===== config.mk =====
export PLATFORM = sky130hd
export DESIGN_NAME = outport_display
export DESIGN_NICKNAME = d
export VERILOG_FILES = /design/src/rtl/outport_display_pkg.sv /design/src/rtl/outport_display_hex7seg.sv /design/src/rtl/outport_display.sv
export SDC_FILE = /design/constraint.sdc
export NUM_CORES = 1
export LEC_CHECK = 0
export ABC_AREA = 1
export BUFFER_PORTS_ARGS = -buffer_cell sky130_fd_sc_hd__buf_2
export CORE_AREA = 2 2 71 141
export CTS_CLUSTER_SIZE = 10
export DETAILED_ROUTE_END_ITERATION = 16
export DIE_AREA = 0 0 73 143
export GPL_TIMING_DRIVEN = 0
export PLACE_DENSITY_LB_ADDON = 0.1
export SYNTH_ARGS = -nofsm -noshare
export SYNTH_HDL_FRONTEND = slang
export SYNTH_SLANG_ARGS = --single-unit

===== constraint.sdc =====
create_clock -name clk -period 6 [get_ports clk]
set_clock_uncertainty 0.1 [all_clocks]
set_input_delay 1.2 -clock clk [delete_from_list [all_inputs] [get_ports clk]]
set_output_delay 1.2 -clock clk [all_outputs]
set_load 0.01 [all_outputs]

===== src/rtl/outport_display_pkg.sv =====
// rtl/outport_display_pkg.sv - shared state encoding, segment table and blank patterns
package outport_display_pkg;

    typedef enum logic [1:0] {
        LOAD  = 2'd0,
        DRIVE = 2'd1,
        GAP   = 2'd2
    } state_t;

    // All anodes off / all segments off (both active-low)
    localparam logic [3:0] AN_OFF  = 4'b1111;
    localparam logic [6:0] SEG_OFF = 7'h7F;

    // Active-low {g,f,e,d,c,b,a} patterns for hex digits 0..F
    localparam logic [6:0] SEG_0 = 7'h40;
    localparam logic [6:0] SEG_1 = 7'h79;
    localparam logic [6:0] SEG_2 = 7'h24;
    localparam logic [6:0] SEG_3 = 7'h30;
    localparam logic [6:0] SEG_4 = 7'h19;
    localparam logic [6:0] SEG_5 = 7'h12;
    localparam logic [6:0] SEG_6 = 7'h02;
    localparam logic [6:0] SEG_7 = 7'h78;
    localparam logic [6:0] SEG_8 = 7'h00;
    localparam logic [6:0] SEG_9 = 7'h10;
    localparam logic [6:0] SEG_A = 7'h08;
    localparam logic [6:0] SEG_B = 7'h03;
    localparam logic [6:0] SEG_C = 7'h46;
    localparam logic [6:0] SEG_D = 7'h21;
    localparam logic [6:0] SEG_E = 7'h06;
    localparam logic [6:0] SEG_F = 7'h0E;

    // One-hot-low anode pattern for a digit index (an[0] is the rightmost digit)
    function automatic logic [3:0] digit_an(input logic [1:0] digit);
        logic [3:0] onehot;
        onehot = 4'b0001 << digit;
        return ~onehot;
    endfunction

endpackage


===== src/rtl/outport_display_hex7seg.sv =====
// rtl/outport_display_hex7seg.sv - combinational hex nibble to active-low 7-segment decoder
module hex7seg
    import outport_display_pkg::*;
(
    input  logic [3:0] hex,
    output logic [6:0] seg
);

    // Pure table lookup; no state
    always_comb begin
        seg = SEG_OFF;
        case (hex)
            4'h0: seg = SEG_0;
            4'h1: seg = SEG_1;
            4'h2: seg = SEG_2;
            4'h3: seg = SEG_3;
            4'h4: seg = SEG_4;
            4'h5: seg = SEG_5;
            4'h6: seg = SEG_6;
            4'h7: seg = SEG_7;
            4'h8: seg = SEG_8;
            4'h9: seg = SEG_9;
            4'hA: seg = SEG_A;
            4'hB: seg = SEG_B;
            4'hC: seg = SEG_C;
            4'hD: seg = SEG_D;
            4'hE: seg = SEG_E;
            4'hF: seg = SEG_F;
            default: seg = SEG_OFF;
        endcase
    end

endmodule


===== src/rtl/outport_display.sv =====
// rtl/outport_display.sv - four-digit multiplexed hex display of two CPU output ports
module outport_display
    import outport_display_pkg::*;
#(
    parameter int REFRESH_DIV = 50000,
    parameter int GAP_CYC     = 500
) (
    input  logic       clk,
    input  logic       reset,
    input  logic [7:0] Outport0,
    input  logic [7:0] Outport1,
    input  logic       blank,
    output logic [3:0] an,
    output logic [6:0] seg,
    output logic       frame_tick
);

    // Terminal counter values for the two timed states
    localparam logic [15:0] DRIVE_LAST = 16'(REFRESH_DIV - 1);
    localparam logic [15:0] GAP_LAST   = 16'(GAP_CYC - 1);

    state_t      state;
    logic [1:0]  digit;
    logic [15:0] cnt;
    logic [15:0] snap;
    logic [3:0]  nibble;
    logic [6:0]  seg_dec;

    // Select the nibble of the frozen snapshot belonging to the current digit
    always_comb begin
        nibble = snap[3:0];
        case (digit)
            2'd0: nibble = snap[3:0];
            2'd1: nibble = snap[7:4];
            2'd2: nibble = snap[11:8];
            2'd3: nibble = snap[15:12];
            default: nibble = snap[3:0];
        endcase
    end

    hex7seg u_hex7seg (
        .hex (nibble),
        .seg (seg_dec)
    );

    // Frame sequencer; outputs are registered from the state being left, so they lag it by one cycle
    always_ff @(posedge clk or negedge reset) begin
        if (!reset) begin
            state      <= LOAD;
            digit      <= 2'd0;
            cnt        <= 16'd0;
            snap       <= 16'h0000;
            an         <= AN_OFF;
            seg        <= SEG_OFF;
            frame_tick <= 1'b0;
        end else begin
            frame_tick <= (state == LOAD);
            // blank only masks the outputs; timing and snapshot carry on untouched
            if (state == DRIVE && !blank) begin
                an  <= digit_an(digit);
                seg <= seg_dec;
            end else begin
                an  <= AN_OFF;
                seg <= SEG_OFF;
            end

            case (state)
                LOAD: begin
                    snap  <= {Outport1, Outport0};
                    digit <= 2'd0;
                    cnt   <= 16'd0;
                    state <= DRIVE;
                end
                DRIVE: begin
                    if (cnt == DRIVE_LAST) begin
                        cnt   <= 16'd0;
                        state <= GAP;
                    end else begin
                        cnt <= cnt + 16'd1;
                    end
                end
                GAP: begin
                    if (cnt == GAP_LAST) begin
                        cnt <= 16'd0;
                        if (digit == 2'd3) begin
                            state <= LOAD;
                        end else begin
                            digit <= digit + 2'd1;
                            state <= DRIVE;
                        end
                    end else begin
                        cnt <= cnt + 16'd1;
                    end
                end
                default: begin
                    state <= LOAD;
                    digit <= 2'd0;
                    cnt   <= 16'd0;
                end
            endcase
        end
    end

endmodule


Word-level counts from Yosys, hierarchy flattened:

Memories as Yosys holds them, arrays and structs flattened.
Cells that the tools add are included.

* $add $sub $neg: 2
* equal/unequal tests: 10
* shift-type cells: 1
* muxes and demuxes: 13
* bitwise gates (word level): 2
* reduce and logical (&&, ||, !) cells: 6

Operator list (number)
* 16-bit two-way mux: 2
* 16-bit one-hot mux with 2 select lines: 1
* 16-bit by 1-bit adder with 16-bit output (second input constant): 1
* 16-bit == test (second input constant): 1
* 16-bit by 9-bit == test with 1-bit output (second input constant): 1
* 4-bit one-hot mux with 4 select lines: 1
* 2-bit two-way mux: 4
* 7-bit two-way mux: 1
* 2-bit == test (second input constant): 3
* 2-bit one-hot mux with 3 select lines: 1
* 2-bit by 1-bit == test with 1-bit output (second input constant): 2
* 2-bit zero test: 2
* 4-bit two-way mux: 1
* 2-bit != test (second input constant): 2
* 4-bit inverter: 1
* 2-bit one-hot mux with 2 select lines: 1
* 1-bit by 2-bit left shift with 4-bit output (first input constant): 1
* 3-bit AND reduction: 1
* 2-bit by 1-bit adder with 2-bit output (second input constant): 1
* 2-bit by 1-bit != test with 1-bit output (second input constant): 1
* 2-bit AND reduction: 1
* 1-bit logical AND: 1
* 1-bit zero test: 1
* 1-bit two-way mux: 1
* 1-bit inverter: 1

* flip-flop bits (word level): 48
* memory bits (read-only): 112
* input bits: 19
* output and inout bits: 12
* logic and storage cells: 42
* memories kept: 1

Memories
* (no name shown): words 16, bits a word 7, read ports 1, clocked after Yosys merged registers in 0, wr ports 0, RTL line outport_display_hex7seg.sv:12 `case (hex)`

Longest topological paths before layout:

* depth after elaboration: 4
* depth in mapped cells: 11
* gate-level depth less buffers: 11

By module:

A second synthesis with hierarchy kept.

* cells, all modules: 305
* area, all modules: 2587.5 sq um

By module, submodules not included
* outport_display: times used 1, cells each 256, area each 2313.5 sq um, sequential area each 1214.9 sq um
* hex7seg: times used 1, cells each 49, area each 274.0 sq um, sequential area each 0.0 sq um

Least setup slack after synthesis:

No wires, ideal clock.

* kind: reg2reg
* from: register digit[0]
* to: register seg[3]
* library setup time: 89 ps
* data arrival time: 1846 ps
* data required time: 5811 ps
* setup slack: 3965 ps
* cell stages (with the launch flop): 12
* path buffers: 0
* clock period less this slack: 2035 ps
* cell sequence: dfrtp_1 inv_1 ha_1 inv_1 nand2_1 o21bai_1 inv_1 ha_1 nand3_1 nand3_1 nand2_1 nand2_1

* cells in the longest elaborated chain, start to end: 4
* elaborated cells on any way between the ends: 7
* those cells by class: eq/ne: 3; mux: 2; reduce/logical: 1; memory: 1

RTL lines
* from (decl): RTL line outport_display.sv:23 `logic [1:0] digit;`
* from (signal assigned): RTL line outport_display.sv:88 `digit <= digit + 2'd1;`
* 2-bit == test, or another cell as far along: RTL line outport_display.sv:32 `case (digit)`
* 4-bit one-hot mux with 4 select lines *: RTL line outport_display.sv:32
* memory read 16 x 7 bit *
* 7-bit two-way mux *: RTL line outport_display.sv:59 `if (state == DRIVE && !blank) begin`
* to (signal assigned): RTL line outport_display.sv:61 `seg <= seg_dec;`
* to (decl): RTL line outport_display.sv:14 `output logic [6:0] seg,`

Mark *: on every way between the ends. The rest lies on a longest branch, timed or not.
A chain may end at the register's enable or synchronous reset.

Final worst setup path:

Ends and elaborated chain as after synthesis.

==> impl_metrics.csv <==
group,metric,value,unit
cts,ctsResizeCount,0,
floorplan,die_h,143,µm
setup_path,crit_type,"register to register",
sta,setup_ws,3.41,ns
cts,clk_latency,0.29,ns
global_routing,overflow,0,
route,num_vias,1966,
place,portBuffers,30,
sta,timing.final.hold_violations,0,
global_routing,antenna_found_initial,0,
final_layout,diodes,0,
yosys,syn_nets,333,
power,intPower,0.506,mW
setup_path,start_kind,"register",
place,gp_congestion,0.787,
yosys,synth_compound_area_share,5.71,%
yosys,synth_top_family_by_area,"simple AND/OR/NAND/NOR gates",
setup_path,cp_top_family,"compound AO/OA/AOI/OAI gates",
final_layout,finalNetCount,370,
cts,cts_hold_buf,0,
floorplan,core,9320,µm²
setup_path,rrSetupSlack,3.41,ns
route,finalWirelength,6.09,mm
yosys,async_flop_share,100,%
cts,cts_sinks,48,
yosys,synth_warnings,0,
route,wl_met2,3.72,mm
yosys,synth.area.mux_share,4.83,%
setup_path,path_cells,"inv_1 -> ha_1 -> inv_1 -> nand2_1 -> o21bai_1 -> inv_1 -> ha_1 -> nand3_1 -> nand3_1 -> nand2_1 -> nand2_1",
cts,cts_buffer_depth,2,
cts,cts_root_buffer,"clkbuf_16",
yosys,netlist_top_cells_area,"dfrtp_1, dfstp_2, nand2_1",
hold_path,worstHoldPathType,"register to register",
sta,report.final.slew_viol_count,0,
place,post-place-ws,3.39,ns
sta,period_share,43.1,%
final_layout,area_delta_synth_final,16.5,%
yosys,ys.flop_type,"dfrtp_1",
sta,setup_violations,0,
yosys,synth_commonest_cells,"nand2_1, nor2_1, dfrtp_1",
setup_path,critPathMaxStageDelay,0.54,ns
route,drt-met1-wl,2.07,mm
yosys,yosys.area_share.simple,25.7,%
setup_path,slowest_stage,"o21bai_1",
yosys,syn_area_per_cell,8.61,µm²
power,p_clk_share,42.2,%
floorplan,rows,50,
cts,path_clk_slew,0.07,ns
setup_path,worstSetupEndpointType,"register",
power,power.switching,0.155,mW
floorplan,start_util,27.5,%
sta,tightest_slew,1.13,ns
sta,max_slew_margin,24.9,%
route,vias_per_cell,4.47,
route,dr_wl_met3,128,µm
yosys,yosysTopAreaCell,"dfrtp_1",
place,dp_hpwl,4.75,mm
yosys,ys_ff_latch,48,
route,drc,0,
yosys,synth_top_area_share,36.1,%
run_status,status,"completed",
yosys,yosysSeqAreaShare,47.4,%
route,first_pass_iters,4,
floorplan,die_w,73,µm
setup_path,ff2ff_path_depth,11,
setup_path,r2r-start,"digit[0]",
hold_path,holdPathStages,1,
setup_path,cp_max_fo,6,
power,ir_drop,0.133,mV
final_layout,final_util,32.1,%
yosys,syn_inst,298,
final_layout,nFillCells,973,
hold_path,holdPathEnd,"snap[5]",
setup_path,arrival,2.69,ns
hold_path,min-delay-start,"snap[5]",
sta,finalCriticalPeriod,2.59,ns
yosys,synth_edf_count,0,
floorplan,die_area,10400,µm²
global_routing,grt_max_degree,49,
final_layout,drive_above_1_share,22.6,%
setup_path,timing.critical_path.buf_inv,3,
power,combPwrFrac,6.4,%
power,leakage,1.40,nW
setup_path,r2r_end,"seg[3]",
route,ant_nets,0,
power,power_density,221,nW/µm²
sta,max_freq,0.387,GHz
power,pwr-share-seq,51.4,%
route,top_layer,"met4",
sta,tns,0,ns
cts,cts_tree,"yes",
global_routing,grt_pass1_wl,10.5,mm
run,cap_violations,0,
power,p_sw_share,23.5,%
yosys,syn_area,2560,µm²
setup_path,crit_required,6.10,ns
cts,ctsHtreeMaxLevel,2,
sta,rsz0062_at_grt,"false",
yosys,ys_types,27,
cts,cts_buffers,5,
cts,cts_setup_buffers,0,
global_routing,grt_pass1_vias,2107,
yosys,synth_fa_ha_area_share,7.80,%
floorplan,ios,31,
route,wire_per_inst,13.8,µm
global_routing,grt_use_total,13.3,%
yosys,synthXorXnorAreaFrac,3.41,%
yosys,yosysMostFrequentCell,"nand2_1",
route,first_iter_violations,113,
==> worst max-delay path by stage <==
| stage | start | to | depth (start not counted) |
|---|---|---|---|
| floorplan | digit[0] | seg[3] | 11 |
| global placement | digit[0] | seg[3] | 11 |
| detailed placement | digit[0] | seg[3] | 11 |
| CTS | digit[0] | seg[3] | 11 |
| global route | digit[0] | seg[3] | 11 |
| finish | digit[0] | seg[3] | 11 |
==> power by group through the flow <==
stage	sequential, mW	combinational, mW	clock [mW]
global route	0.341	0.0493	0.306
global placement	0.346	0.0438	0
floorplan	0.347	0.0198	0
CTS	0.340	0.0439	0.295
finish	0.340	0.0425	0.279
detailed placement	0.346	0.0439	0
==> flip-flops by register name, summed over array words and instances (netlist names) <==
signal and flops:
snap 16, cnt 16, frame_tick 1, seg 7
an 4, state 2, digit 2
==> routing by layer <==
metal / vias up / GRT usage [%]
met5: - / 0
met4: 0 / 5.95
met3: 8 / 2.19
met2: 26 / 26.2
met1: 923 / 12.7
li1: 1009 / -
==> cells by family after synthesis <==
logic type,after synthesis
XOR/XNOR,10
AND/OR/NAND/NOR,155
flip-flops,48
buffers and inverters,33
adder cells (fa/ha/maj),16
AO/OA/AOI/OAI,25
multiplexers,11
==> worst register-to-register path, cell delays in order (launching register included) <==
cell and delay [ns]:
dfrtp_1 0.40, inv_1 0.11, ha_1 0.26, inv_1 0.19, nand2_1 0.08, o21bai_1 0.54, inv_1 0.19, ha_1 0.26
nand3_1 0.14, nand3_1 0.09, nand2_1 0.08, nand2_1 0.05
==> placed cells by master (no fill, tap or decap), types with 3 or more instances in the layout <==
cell type  netlist  final
inv_1           30     30
nand2_1         76     76
nand2_2          5      5
a21oi_1          4      4
dfrtp_1         37     37
buf_2            1     31
nand3_1         17     17
ha_1            16     16
nor2_1          49     49
dfstp_2         11     11
xnor2_1          3      3
o21ai_0         14     14
clkbuf_16        0      5
xor2_1           7      7
mux2_2          11     11
==> stage by stage <==
step / total power [mW] / hold WS (ns) / instance area [µm²] / cells
after global routing: 0.696 / 0.434 / 2990 / 440
after global placement: 0.390 / 0.394 / 2850 / 432
after CTS: 0.679 / 0.413 / 2990 / 440
after floorplan: 0.367 / 0.350 / 2560 / 298
after detailed placement: 0.390 / 0.397 / 2850 / 432
final: 0.661 / 0.409 / 2990 / 440
==> final cells by class <==
type | count | area [µm²] | area share (%)
plain buffers | 3 | 20.0 | 0.670
clock buffers | 5 | 125 | 4.19
clock inverters | 3 | 18.8 | 0.628
inverters | 30 | 113 | 3.77
multi-input cells | 217 | 1220 | 40.7
flip-flops and latches | 48 | 1210 | 40.6
well taps | 104 | 130 | 4.35
repair buffers | 30 | 150 | 5.02
No activity file was read; power rests on OpenSTA's default activity.
